[config.mk]
export PLATFORM = sky130hd
export DESIGN_NAME = fifo_wr_arbiter_flat
export DESIGN_NICKNAME = d
export VERILOG_FILES = /design/src/rtl/fifo_wr_arbiter_if.sv /design/src/rtl/fifo_wr_arbiter.sv /design/src/flat_wrapper.sv
export SDC_FILE = /design/constraint.sdc
export NUM_CORES = 1
export LEC_CHECK = 0
export BUFFER_PORTS_ARGS = -buffer_cell sky130_fd_sc_hd__buf_4
export CELL_PAD_IN_SITES_DETAIL_PLACEMENT = 1
export CELL_PAD_IN_SITES_GLOBAL_PLACEMENT = 1
export CORE_UTILIZATION = 29
export CTS_BUF_LIST = sky130_fd_sc_hd__clkbuf_8
export DETAILED_ROUTE_END_ITERATION = 10
export HOLD_SLACK_MARGIN = 0.1
export MAX_ROUTING_LAYER = met4
export PLACE_DENSITY_LB_ADDON = 0.1
export SLEW_MARGIN = 10
export SYNTH_ARGS = -nofsm -noshare
export SYNTH_HDL_FRONTEND = slang
export SYNTH_SLANG_ARGS = --single-unit
[constraint.sdc]
create_clock -name clk -period 2.5 [get_ports clk]
set_input_delay 0.75 -clock clk [delete_from_list [all_inputs] [get_ports clk]]
set_output_delay 0.75 -clock clk [all_outputs]
set_load 0.005 [all_outputs]
[src/rtl/fifo_wr_arbiter_if.sv]
// -----------------------------------------------------------------------------
// fifo_wr_arbiter_if
//
// Bundles the producer handshake and the fifo write-side signals seen by
// fifo_wr_arbiter. The arbiter connects through the "master" modport. The
// environment (producers, fifo, testbench) connects through the "slave"
// modport.
//
// Signals
//   req_valid     [N_REQ]         producer -> arbiter, word valid
//   req_data      [N_REQ*DATA_W]  producer -> arbiter, word i at [i*DATA_W +: DATA_W]
//   req_ready     [N_REQ]         arbiter -> producer, word accepted this cycle
//   fifo_data_in  [DATA_W]        arbiter -> fifo data_in
//   fifo_write_en                 arbiter -> fifo write_en
//   fifo_full                     fifo -> arbiter, full flag
//   owner         [OWNER_W]       index of the current or last granted producer
//   busy                          high while a grant is active
// -----------------------------------------------------------------------------
interface fifo_wr_arbiter_if #(
   parameter int N_REQ  = 4,
   parameter int DATA_W = 8
);
   localparam int OWNER_W = (N_REQ > 1) ? $clog2(N_REQ) : 1;

   logic [N_REQ-1:0]        req_valid;
   logic [N_REQ*DATA_W-1:0] req_data;
   logic [N_REQ-1:0]        req_ready;
   logic [DATA_W-1:0]       fifo_data_in;
   logic                    fifo_write_en;
   logic                    fifo_full;
   logic [OWNER_W-1:0]      owner;
   logic                    busy;

   modport master (
      input  req_valid,
      input  req_data,
      input  fifo_full,
      output req_ready,
      output fifo_data_in,
      output fifo_write_en,
      output owner,
      output busy
   );

   modport slave (
      output req_valid,
      output req_data,
      output fifo_full,
      input  req_ready,
      input  fifo_data_in,
      input  fifo_write_en,
      input  owner,
      input  busy
   );
endinterface

[src/rtl/fifo_wr_arbiter.sv]
// -----------------------------------------------------------------------------
// fifo_wr_arbiter
//
// Round-robin arbiter that shares one fifo write port between N_REQ
// valid/ready producers. A producer is granted for a burst of up to
// MAX_BURST words. After the burst, the grant returns to IDLE for a single
// arbitration cycle. The granted word is presented to the fifo in the same
// cycle as its handshake. A full fifo stalls the owner and does not drop
// the owner's grant.
//
// Ports
//   clk     clock; all state updates on the rising edge
//   rst_n   asynchronous active-low reset
//   bus     fifo_wr_arbiter_if.master; carries the producer handshake, the
//           fifo write side, and the owner/busy status outputs
// -----------------------------------------------------------------------------
module fifo_wr_arbiter #(
   parameter int N_REQ     = 4,
   parameter int DATA_W    = 8,
   parameter int MAX_BURST = 4
) (
   input  logic                clk,
   input  logic                rst_n,
   fifo_wr_arbiter_if.master   bus
);

   localparam int OWNER_W = (N_REQ > 1) ? $clog2(N_REQ) : 1;
   localparam int BURST_W = (MAX_BURST > 1) ? $clog2(MAX_BURST) : 1;

   localparam logic [OWNER_W-1:0] OWNER_LAST = OWNER_W'(N_REQ - 1);
   localparam logic [BURST_W-1:0] BURST_LAST = BURST_W'(MAX_BURST - 1);
   localparam logic [OWNER_W:0]   N_REQ_EXT  = (OWNER_W+1)'(N_REQ);

   typedef enum logic [0:0] {
      ST_IDLE  = 1'b0,
      ST_GRANT = 1'b1
   } state_t;

   state_t              state_reg,      state_next;
   logic [OWNER_W-1:0]  owner_reg,      owner_next;
   logic [OWNER_W-1:0]  last_owner_reg, last_owner_next;
   logic [BURST_W-1:0]  burst_cnt_reg,  burst_cnt_next;

   // ------------------------------------------------------------------------
   // Round-robin candidate search.
   // cand_idx[k] is the producer at distance k+1 from last_owner, wrapped
   // modulo N_REQ. The lowest k whose producer is valid wins, so the search
   // starts at last_owner+1 and visits last_owner itself only at the end.
   // ------------------------------------------------------------------------
   logic [OWNER_W-1:0] cand_idx [N_REQ];
   logic [N_REQ-1:0]   cand_hit;

   generate
      for (genvar gi = 0; gi < N_REQ; gi++) begin : g_cand
         logic [OWNER_W:0] sum;
         // The sum is at most 2*N_REQ-1, so one conditional subtract wraps it.
         assign sum = {1'b0, last_owner_reg} + (OWNER_W+1)'(gi + 1);
         assign cand_idx[gi] = (sum >= N_REQ_EXT) ? OWNER_W'(sum - N_REQ_EXT)
                                                  : sum[OWNER_W-1:0];
         assign cand_hit[gi] = bus.req_valid[cand_idx[gi]];
      end
   endgenerate

   logic [OWNER_W-1:0] pick_idx;
   logic               pick_any;

   always_comb begin
      pick_idx = cand_idx[0];
      // Walk downward so that the nearest hit is the last one written.
      for (int k = N_REQ - 1; k >= 0; k--) begin
         if (cand_hit[k]) begin
            pick_idx = cand_idx[k];
         end
      end
   end

   assign pick_any = |bus.req_valid;

   // ------------------------------------------------------------------------
   // Owner-side handshake qualifiers
   // ------------------------------------------------------------------------
   logic granted;
   logic owner_valid;
   logic xfer;

   assign granted     = (state_reg == ST_GRANT);
   assign owner_valid = bus.req_valid[owner_reg];
   assign xfer        = granted && owner_valid && !bus.fifo_full;

   // ------------------------------------------------------------------------
   // State register
   // ------------------------------------------------------------------------
   always_ff @(posedge clk or negedge rst_n) begin
      if (!rst_n) begin
         state_reg      <= ST_IDLE;
         owner_reg      <= '0;
         // Makes producer 0 the first in line after reset.
         last_owner_reg <= OWNER_LAST;
         burst_cnt_reg  <= '0;
      end else begin
         state_reg      <= state_next;
         owner_reg      <= owner_next;
         last_owner_reg <= last_owner_next;
         burst_cnt_reg  <= burst_cnt_next;
      end
   end

   // ------------------------------------------------------------------------
   // Next-state logic
   // ------------------------------------------------------------------------
   always_comb begin
      state_next      = state_reg;
      owner_next      = owner_reg;
      last_owner_next = last_owner_reg;
      burst_cnt_next  = burst_cnt_reg;

      unique case (state_reg)
         ST_IDLE: begin
            // Arbitration bubble: select a new owner here, transfer nothing.
            if (pick_any) begin
               owner_next     = pick_idx;
               burst_cnt_next = '0;
               state_next     = ST_GRANT;
            end
         end

         ST_GRANT: begin
            if (xfer) begin
               if (burst_cnt_reg == BURST_LAST) begin
                  state_next      = ST_IDLE;
                  last_owner_next = owner_reg;
               end else begin
                  burst_cnt_next = burst_cnt_reg + 1'b1;
               end
            end else if (!owner_valid) begin
               // The owner has nothing more to send, so hand the port back early.
               state_next      = ST_IDLE;
               last_owner_next = owner_reg;
            end
            // Otherwise the owner is valid and the fifo is full. The owner
            // waits with the grant held and the count frozen.
         end

         default: begin
            state_next = ST_IDLE;
         end
      endcase
   end

   // ------------------------------------------------------------------------
   // Output decode. All outputs are combinational from the state, so the
   // asynchronous reset forces them to idle values at once.
   // ------------------------------------------------------------------------
   logic [N_REQ-1:0]  ready_vec;
   logic [DATA_W-1:0] data_mux;

   always_comb begin
      ready_vec = '0;
      data_mux  = '0;
      if (granted) begin
         ready_vec[owner_reg] = !bus.fifo_full;
         data_mux             = bus.req_data[owner_reg*DATA_W +: DATA_W];
      end
   end

   assign bus.req_ready     = ready_vec;
   assign bus.fifo_data_in  = data_mux;
   assign bus.fifo_write_en = xfer;
   assign bus.owner         = owner_reg;
   assign bus.busy          = granted;

endmodule

[src/flat_wrapper.sv]
// flat-port wrapper written by rule: the top's interface ports become plain ports
module fifo_wr_arbiter_flat 
#(
   parameter int N_REQ     = 4,
   parameter int DATA_W    = 8,
   parameter int MAX_BURST = 4
)
  (clk, rst_n, bus_req_valid, bus_req_data, bus_fifo_full, bus_req_ready, bus_fifo_data_in, bus_fifo_write_en, bus_owner, bus_busy);
  fifo_wr_arbiter_if #(.N_REQ(N_REQ), .DATA_W(DATA_W)) bus_i ();
  input  logic clk;
  input  logic rst_n;
  input wire logic [$bits(bus_i.req_valid)-1:0] bus_req_valid;
  input wire logic [$bits(bus_i.req_data)-1:0] bus_req_data;
  input wire logic [$bits(bus_i.fifo_full)-1:0] bus_fifo_full;
  output wire logic [$bits(bus_i.req_ready)-1:0] bus_req_ready;
  output wire logic [$bits(bus_i.fifo_data_in)-1:0] bus_fifo_data_in;
  output wire logic [$bits(bus_i.fifo_write_en)-1:0] bus_fifo_write_en;
  output wire logic [$bits(bus_i.owner)-1:0] bus_owner;
  output wire logic [$bits(bus_i.busy)-1:0] bus_busy;
  assign bus_i.req_valid = bus_req_valid;
  assign bus_i.req_data = bus_req_data;
  assign bus_i.fifo_full = bus_fifo_full;
  assign bus_req_ready = bus_i.req_ready;
  assign bus_fifo_data_in = bus_i.fifo_data_in;
  assign bus_fifo_write_en = bus_i.fifo_write_en;
  assign bus_owner = bus_i.owner;
  assign bus_busy = bus_i.busy;
  fifo_wr_arbiter #(.N_REQ(N_REQ), .DATA_W(DATA_W), .MAX_BURST(MAX_BURST)) u_core (.clk(clk), .rst_n(rst_n), .bus(bus_i));
endmodule
==> metrics.txt <==
status finished, final reports clean; crit path kind in -> out; Hold Violations, Final 0; CP required 1750 ps; fillcell total about 310; vias per std cell 5.20; post-CTS setup buffer count 0; syn_nets 120; worst path arrival time around 1600 ps; Final Wtd Congestion between 0.7 and 0.8; Synth Register Bits 7; design area about 0.0013 mm2; Hold/Removal Path Class in -> async; CP Launch Type input port; Synth Area in Simple Gates 0.232; CTS buffer count 3; Reg-to-Reg End u_core.burst_cnt_reg[0]; Least-Margin Pin Slew approximately 330 ps; Die Wd 53.7 um; XOR/XNOR share of the synthesized area 0.0113; Synth Area in Compound Gates 0.127; fmax 422 MHz; commonest cells after routing, fill and taps aside buf_4 (59), mux4_2 (8), and2_1 (8); register-to-register setup slack ~940 ps; Max Cap Violations 0; Post-Route Utilization 0.507; synthesized area per cell approximately 9.7 um2; WL final between 2000 and 3000 um; I/O pins 55; H-tree levels 1; Mapped Area between 700 and 800 um2; Routed wire per std cell 15.7 um; DR vias 868; Synth-to-Final Area Change 63.2%; proportion of synthesized area in mux cells 0.327; Starting DRT DRC Count 4; yosys warns 0; Detail Route Antenna Nets 0; FF/Latch Area around 180 um2; drt first pass iters 2; die area 0.00289 mm2; Post-Synthesis Cells 80; number of diodes 0; CTS tree done; Max VDD drop between 500 and 600 uV; CP endpoint kind output port; GR Overflow Total 0; largest net degree at the start of global routing 16; Worst Path Max Fanout 1; setup TNS 0 ps; share of cells above drive strength 1 0.562; Clk Latency, worst-skew pair about 230 ps; core area approximately 0.0025 mm2; ranking of synthesized cells by area mux4_2 (23%), dfrtp_1 (16%), dfstp_2 (6.8%); RSZ-0062 raised after global routing false; clk_skew around 2.3 ps; leakage power around 0.61 nW; antenna violations before repair 0; fin crit share 0.948; Final #Nets 178; Distinct cells, synth 30; global-route wire length before repair between 4000 and 5000 um; DR DRC count 0; Worst slew margin 0.778; clock sinks 7; IO Port Bufs between 50 and 60; leading area contributor after synthesis mux4_2; HPWL after detailed placement 2120 um; reg2reg start u_core.bus.owner[1]; Chip Height ~54 um; # setup viols final 0; Initial Utilization 0.310; register area share after synthesis 0.229; number of global-route vias before repair between 900 and 1000; clk buf depth 2; footprint of the multi-input gates 554 um2; power per cell area ~990 mW/mm2; Slew Limit Fails 0; crit path from bus_req_data[30]; gr usage total 0.203; Core Rows 18; CTS root buf clkbuf_8; area post-placement roughly 0.0012 mm2; most common cell after layout, fill and taps aside buf_4; Tmin final about 2400 ps; r2r worst-path depth 4; clock-pin slew on the worst setup and hold paths around 40 ps; cts hold-fix bufs 0; Adder-Cell Fraction of Synth Area 0.0161; Resize count post-CTS 0; share of the synthesized area in the top cell type 0.232; largest family of logic cells by synthesized area multiplexers
## worst max path at each step
stage,to,slack [ps],cells past startpoint
global route,bus_fifo_data_in[6],40,4
global placement,bus_fifo_data_in[3],160,4
finish,bus_fifo_data_in[6],130,4
CTS,bus_fifo_write_en,30,4
detailed placement,bus_fifo_data_in[6],130,4
floorplan,bus_fifo_data_in[5],350,4
## synth_stat cells
| master | instances |
|---|---|
| a221oi_1 | 1 |
| a21oi_1 | 6 |
| o31ai_1 | 1 |
| and2_1 | 8 |
| clkbuf_1 | 2 |
| dfrtp_1 | 5 |
| buf_4 | 1 |
| and4b_1 | 1 |
| a21o_1 | 1 |
| mux2i_2 | 1 |
| nor2_1 | 6 |
| o22ai_1 | 1 |
| or3_4 | 1 |
| ha_1 | 1 |
| nor3_1 | 2 |
| nor3b_1 | 3 |
| and3_1 | 1 |
| nand2b_1 | 3 |
| nor2b_1 | 1 |
| mux2_4 | 2 |
| xnor2_1 | 1 |
| inv_1 | 2 |
| o21ai_0 | 6 |
| mux4_2 | 8 |
| o31a_1 | 1 |
| nand2_1 | 6 |
| mux2i_1 | 3 |
| buf_2 | 2 |
| buf_6 | 1 |
| dfstp_2 | 2 |
## cells by family after synthesis
family,Yosys count
buf+inv,8
fa+ha+maj,1
flops,7
xor+xnor,1
mux,14
compound gates,17
simple gates,32
## per-layer routing
layer  GRT usage  share of wire  wire length [um]  vias up
met2       0.374           0.49              1290       39
li1            -              -                 -      411
met5           -              0                 0        -
met4      0.0789          0.015                38        0
met1       0.212           0.39              1010      413
met3      0.0311           0.11               275        5
## power by group
part | switching, mW | internal, mW | leakage (nW)
logic | 0.329 | 0.492 | 0.504
registers | 0.0944 | 0.180 | 0.0799
clock network | 0.0527 | 0.106 | 0.0269
## layout make-up
type / count / share of cell area
Sequential cell: 7 / 0.141
Inverter: 2 / 0.00593
Multi-Input combinational cell: 65 / 0.438
Timing Repair Buffer: 59 / 0.350
Tap cell: 30 / 0.0296
Clock buffer: 3 / 0.0326
Clock inverter: 1 / 0.00296
## worst max-delay path, stage by stage
cell,delay (ps)
buf_4,110
mux4_2,460
and2_1,170
buf_4,130
## metrics by stage
stage               power (mW)  cells  hold slack [ps]  worst slack (ps)
floorplan                0.758     80              452               354
global placement          1.07    163              467               159
detailed placement        1.11    163              508               127
CTS                       1.27    167              323              27.8
global route              1.36    167              327              44.2
finish                    1.25    167              322               131
Power figures use the tool's default switching activity.
